## config.mk

```make
export PLATFORM = sky130hd
export DESIGN_NAME = sensor_distancia_hcsr04
export DESIGN_NICKNAME = d
export VERILOG_FILES = /design/src/rtl/sensor_distancia_hcsr04_pkg.sv /design/src/rtl/sensor_distancia_hcsr04_contador_cm.sv /design/src/rtl/sensor_distancia_hcsr04.sv
export SDC_FILE = /design/constraint.sdc
export NUM_CORES = 1
export LEC_CHECK = 0
export ABC_AREA = 1
export ABC_CLOCK_PERIOD_IN_PS = 4870
export CORE_UTILIZATION = 57
export DETAILED_ROUTE_END_ITERATION = 16
export PLACE_DENSITY = 0.89
export RECOVER_POWER = 100
export SYNTH_ARGS = -nofsm -noshare
export SYNTH_HDL_FRONTEND = slang
export SYNTH_HIERARCHICAL = 1
export SYNTH_SLANG_ARGS = --single-unit
export TNS_END_PERCENT = 5
```

## constraint.sdc

```tcl
create_clock -name clock -period 4.87 [get_ports clock]
set_input_delay 0.974 -clock clock [delete_from_list [all_inputs] [get_ports clock]]
set_output_delay 0.974 -clock clock [all_outputs]
set_load 0.02 [all_outputs]
```

## src/rtl/sensor_distancia_hcsr04_pkg.sv

```systemverilog
// sensor_distancia_hcsr04_pkg: state encoding and default 50 MHz timing constants for the HC-SR04 front-end
package sensor_distancia_hcsr04_pkg;
  typedef enum logic [2:0] {
    IDLE      = 3'd0,
    TRIGGER   = 3'd1,
    WAIT_ECHO = 3'd2,
    MEASURE   = 3'd3,
    DONE      = 3'd4,
    TIMEOUT   = 3'd5
  } estado_t;
  localparam int TRIG_CYCLES_DEF    = 500;
  localparam int CYCLES_PER_CM_DEF  = 2941;
  localparam int TIMEOUT_CYCLES_DEF = 1500000;
  localparam int DIST_W_DEF         = 9;
endpackage

```

## src/rtl/sensor_distancia_hcsr04_contador_cm.sv

```systemverilog
// sensor_distancia_hcsr04_contador_cm: sub-cm cycle counter plus saturating cm counter; ports clock/reset, clr, en, dist_rnd (rounded cm)
module sensor_distancia_hcsr04_contador_cm
  import sensor_distancia_hcsr04_pkg::*;
#(
  parameter int CYCLES_PER_CM = CYCLES_PER_CM_DEF,
  parameter int DIST_W        = DIST_W_DEF
) (
  input  logic              clock,
  input  logic              reset,
  input  logic              clr,
  input  logic              en,
  output logic [DIST_W-1:0] dist_rnd
);
  localparam int SUB_W = CYCLES_PER_CM > 1 ? $clog2(CYCLES_PER_CM) : 1;
  localparam logic [SUB_W-1:0] SUB_LAST = SUB_W'(CYCLES_PER_CM - 1);
  localparam logic [SUB_W-1:0] SUB_HALF = SUB_W'(CYCLES_PER_CM / 2);
  localparam logic [DIST_W-1:0] CM_MAX = '1;
  logic [SUB_W-1:0]  sub;
  logic [DIST_W-1:0] cm;
  always_ff @(posedge clock) begin
    if (reset || clr) begin
      sub <= '0;
      cm  <= '0;
    end else if (en) begin
      sub <= sub == SUB_LAST ? '0 : sub + 1'b1;
      if (sub == SUB_LAST && cm != CM_MAX) cm <= cm + 1'b1;
    end
  end
  // round half up on the leftover fraction, never wrapping past full scale
  assign dist_rnd = (sub >= SUB_HALF && cm != CM_MAX) ? cm + 1'b1 : cm;
endmodule

```

## src/rtl/sensor_distancia_hcsr04.sv

```systemverilog
// sensor_distancia_hcsr04: HC-SR04 trigger/echo timing, cm conversion and range window; ports clock/reset, medir, echo, faixa_min/max -> trigger, distancia, pronto, em_faixa, timeout, ocupado, db_estado
module sensor_distancia_hcsr04
  import sensor_distancia_hcsr04_pkg::*;
#(
  parameter int TRIG_CYCLES    = TRIG_CYCLES_DEF,
  parameter int CYCLES_PER_CM  = CYCLES_PER_CM_DEF,
  parameter int TIMEOUT_CYCLES = TIMEOUT_CYCLES_DEF,
  parameter int DIST_W         = DIST_W_DEF
) (
  input  logic              clock,
  input  logic              reset,
  input  logic              medir,
  input  logic              echo,
  input  logic [DIST_W-1:0] faixa_min,
  input  logic [DIST_W-1:0] faixa_max,
  output logic              trigger,
  output logic [DIST_W-1:0] distancia,
  output logic              pronto,
  output logic              em_faixa,
  output logic              timeout,
  output logic              ocupado,
  output logic [2:0]        db_estado
);
  localparam int TRIG_W = TRIG_CYCLES > 1 ? $clog2(TRIG_CYCLES) : 1;
  localparam int TO_W   = TIMEOUT_CYCLES > 1 ? $clog2(TIMEOUT_CYCLES) : 1;
  estado_t           estado;
  logic              echo_m, echo_s;
  logic [TRIG_W-1:0] trig_cnt;
  logic [TO_W-1:0]   to_cnt;
  logic [DIST_W-1:0] dist_rnd;
  logic              to_hit;
  assign to_hit    = to_cnt == TO_W'(TIMEOUT_CYCLES - 1);
  assign ocupado   = estado != IDLE;
  assign db_estado = estado;
  sensor_distancia_hcsr04_contador_cm #(
    .CYCLES_PER_CM(CYCLES_PER_CM),
    .DIST_W       (DIST_W)
  ) u_contador_cm (
    .clock   (clock),
    .reset   (reset),
    .clr     (estado == TRIGGER),
    .en      (estado == MEASURE),
    .dist_rnd(dist_rnd)
  );
  always_ff @(posedge clock) begin
    if (reset) begin
      estado    <= IDLE;
      echo_m    <= 1'b0;
      echo_s    <= 1'b0;
      trig_cnt  <= '0;
      to_cnt    <= '0;
      trigger   <= 1'b0;
      pronto    <= 1'b0;
      em_faixa  <= 1'b0;
      timeout   <= 1'b0;
      distancia <= '0;
    end else begin
      echo_m <= echo;
      echo_s <= echo_m;
      pronto <= 1'b0;
      case (estado)
        IDLE: if (medir) begin
          estado   <= TRIGGER;
          trig_cnt <= '0;
          trigger  <= 1'b1;
        end
        TRIGGER: begin
          to_cnt <= '0;
          if (trig_cnt == TRIG_W'(TRIG_CYCLES - 1)) begin
            trigger <= 1'b0;
            estado  <= WAIT_ECHO;
          end else trig_cnt <= trig_cnt + 1'b1;
        end
        WAIT_ECHO: begin
          to_cnt <= to_cnt + 1'b1;
          estado <= to_hit ? TIMEOUT : echo_s ? MEASURE : WAIT_ECHO;
        end
        // timeout wins over a coincident echo fall
        MEASURE: begin
          to_cnt <= to_cnt + 1'b1;
          estado <= to_hit ? TIMEOUT : !echo_s ? DONE : MEASURE;
        end
        DONE: begin
          distancia <= dist_rnd;
          em_faixa  <= dist_rnd >= faixa_min && dist_rnd <= faixa_max;
          timeout   <= 1'b0;
          pronto    <= 1'b1;
          estado    <= IDLE;
        end
        TIMEOUT: begin
          distancia <= '1;
          em_faixa  <= 1'b0;
          timeout   <= 1'b1;
          pronto    <= 1'b1;
          estado    <= IDLE;
        end
        default: estado <= IDLE;
      endcase
    end
  end
endmodule

```

==> summary.txt <==
Cells and area
  • Most frequent cells in the layout: nand2_1, nor2_1, inv_1, dfxtp_1, nand3_1
  • Area delta synth->final: 13.4%
  • Final Core Density: roughly two thirds
  • ANT cells: 0
  • Filler Cell Count: 639
  • Commonest non-fill, non-tap cell in the layout: nand2_1
  • Share of cells above drive strength 1: under 10%
  • Fin cells: approximately 800
  • # nets final: ~750
  • Final Cell Area: 4920 sq um

Placement
  • Routability congestion estimate: about 0.9
  • Post-DP HPWL: between 7000 and 8000 microns
  • Placed Area: between 4000 and 5000 sq um
  • IO Port Bufs: 38
  • Setup WS pre-CTS: 1.83 ns
  • DP Cell Count: 793

Floorplanning
  • DIE AREA: between 7000 and 8000 sq um
  • # rows: 31
  • Core ar.: roughly 7300 sq um
  • DIE HEIGHT: 89.2 microns
  • I/O pins: 39
  • Initial Util: 59.5%
  • Die X: just under 90 microns

Clock network
  • Cts repair resizes: 0
  • Clk_lat worst skew: 0.35 ns
  • Longest Clk Path Bufs: 2
  • H-Tree Depth: 3
  • Cts bufs inserted: 9
  • CTS tree: built
  • Root Driver: clkbuf_8
  • Setup Fix Bufs, Post-CTS: 0
  • CTS Sinks: between 60 and 70
  • Post-CTS Hold Fix Bufs: 0
  • CTS clock-pin slew for the worst setup and hold paths: roughly 0.080 ns

STA
  • Relative slew slack: 47.6%
  • Final period util: 60.2%
  • Fmax: around 0.34 GHz
  • Unrepaired setup endpoints after global routing: false
  • Final critical-path required period: 2.93 ns
  • Worst setup margin: between 1.5 and 2 ns
  • Hold Fails Final Rpt: 0
  • Actual slew at the worst max-slew pin: a little under 0.8 ns
  • Final Max Tran Viols: 0
  • Setup violators final: 0
  • Setup_tns: 0 ns
  • Final Skew: between 0.01 and 0.015 ns

Logic synthesis
  • Average size of a mapped cell: between 6 and 7 sq um
  • Mapped Area: ~4300 sq um
  • Net Count, Synth: between 700 and 800
  • Count of cell types in the netlist: 38
  • Synth Register Bits: 69
  • Syn. warnings: 6
  • Sequential share of the synthesized area: 31.8%
  • Cells after synthesis: between 600 and 700

Critical path
  • CP required: 5.15 ns
  • WS Path Type: flip-flop to flip-flop
  • Critical Path Source Type: flip-flop
  • Kind of end point of the critical path: flip-flop
  • CP max FO: 11
  • CP Data Arrival Time: approximately 3.2 ns

Route
  • DRC: 0
  • Total Wirelength: between 10000 and 15000 microns
  • Via count: roughly 4.4k
  • DRT iter0 DRCs: roughly 370
  • Detail Route Antenna Nets: 0
  • WL per Instance: ~13 microns
  • Vias per inst: between 5 and 6
  • 1st-pass router iterations: 5

Job
  • Max cap viols: 0

GRT
  • Total grt overflow: 0
  • Initial antenna violation count: 0
  • Largest net degree at the start of global routing: 30
  • First-pass GRT wire length: 17200 microns
  • Vias in the first global route: about 4.0k
  • Tot GR Track Use: ~28%

Power and ir drop
  • PwrDens: approximately 250 nW/um^2
  • Leak: around 2.3 nW
  • Worst IR Drop VDD: approximately 0.22 mV

Hold path
  • Class of the worst hold path: flip-flop to flip-flop

Status
  • Status: finished, final reports clean
[critical path, stage by stage, from the launching register on]
cell and delay, ns:
dfxtp_1 0.40, ha_1 0.21, nand2_1 0.09, inv_1 0.11, nand3_1 0.10, nor3_1 0.18, ha_1 0.25, inv_1 0.20
nand2_4 0.17, nand2_1 0.06, nand2_1 0.16, ha_1 0.28, nand2_1 0.09, inv_1 0.06, nand2_1 0.06, nand2_1 0.04
nand2_1 0.05, nand3_1 0.06, nand2_1 0.11, nand3_1 0.08, a21oi_1 0.11
[power by group]
part           internal (W)  leakage, nW  total (W)  switching [W]
Combinational     0.0000458         1.61   0.000137      0.0000910
Clock              0.000291        0.110   0.000514       0.000224
Sequential         0.000573        0.557   0.000585      0.0000121
[synth_stat cells]
master / count / share of area [%]
clkbuf_1: 7 / 0.61
a21o_1: 1 / 0.17
nand2_2: 4 / 0.58
nand4_4: 1 / 0.49
buf_2: 4 / 0.46
nor2_2: 7 / 1.0
inv_1: 91 / 7.9
o21bai_1: 1 / 0.17
xnor2_1: 3 / 0.61
o21ai_0: 28 / 3.2
nor2_8: 2 / 0.92
a22oi_1: 1 / 0.17
ha_1: 25 / 7.2
dfxtp_1: 69 / 32
a21oi_1: 30 / 3.5
nor3b_1: 2 / 0.35
o211a_1: 1 / 0.23
a31oi_1: 1 / 0.14
nor3_2: 2 / 0.46
a211oi_1: 1 / 0.17
nand3_2: 4 / 0.92
nand4_1: 14 / 2.0
nor3_1: 26 / 3.0
o211ai_1: 1 / 0.17
nor2_1: 96 / 8.3
nand2_1: 173 / 15
buf_6: 3 / 0.78
nand2_4: 2 / 0.52
o311a_1: 1 / 0.23
inv_2: 6 / 0.52
o31ai_1: 1 / 0.17
o22ai_1: 2 / 0.29
o21ai_1: 4 / 0.46
buf_4: 2 / 0.35
xor2_1: 6 / 1.2
nand3_1: 47 / 5.4
nor2b_1: 1 / 0.14
nand3b_1: 2 / 0.35
[kinds of logic after synthesis]
family | after synthesis | share of synthesized area [%]
buffers and inverters | 113 | 10.6
AO/OA/AOI/OAI | 73 | 9.09
flip-flops | 69 | 31.8
XOR/XNOR | 9 | 1.82
adder cells (fa/ha/maj) | 25 | 7.21
AND/OR/NAND/NOR | 383 | 39.5
[worst paths after layout]
kind	from	end	slack, ns	depth (start not counted)
worst max register to register	u_contador_cm/cm[1]	em_faixa	1.94	20
worst min-delay path	echo_m	echo_s	0.41	2
worst max-delay path	u_contador_cm/cm[1]	em_faixa	1.94	20
worst min register to register	echo_m	echo_s	0.41	2
[sequential cells by signal, indices dropped and copies added (netlist names)]
| signal | cells |
|---|---|
| to_cnt | 21 |
| u_contador_cm/sub | 12 |
| distancia | 9 |
| trig_cnt | 9 |
| u_contador_cm/cm | 9 |
| db_estado | 3 |
| echo_m | 1 |
| echo_s | 1 |
| em_faixa | 1 |
| pronto | 1 |
| timeout | 1 |
| trigger | 1 |
[routing by layer]
| metal | vias to the layer above | GRT usage (%) | share of wire, % |
|---|---|---|---|
| met5 | - | 0 | 0 |
| met2 | 134 | 50.1 | 50 |
| met1 | 2042 | 32.3 | 43 |
| met4 | 0 | 7.65 | 1.4 |
| met3 | 23 | 7.39 | 5.1 |
| li1 | 2220 | - | - |
[stage by stage]
stage / hold WS [ns] / power, W
after floorplan: 0.388 / 0.000701
after global placement: 0.399 / 0.000739
after detailed placement: 0.398 / 0.000745
after CTS: 0.412 / 0.00126
after global routing: 0.449 / 0.00129
final: 0.413 / 0.00124
[area by class of cell]
cell class	instances	area (sq um)	area share [%]
clock buffers	9	124	2.52
clock inverters	7	98.8	2.01
inverters	97	364	7.40
multi-input cells	490	2450	49.8
flip-flops and latches	69	1380	28.1
well taps	99	124	2.52
repair buffers	38	380	7.73
Power figures use the tool's default switching activity.
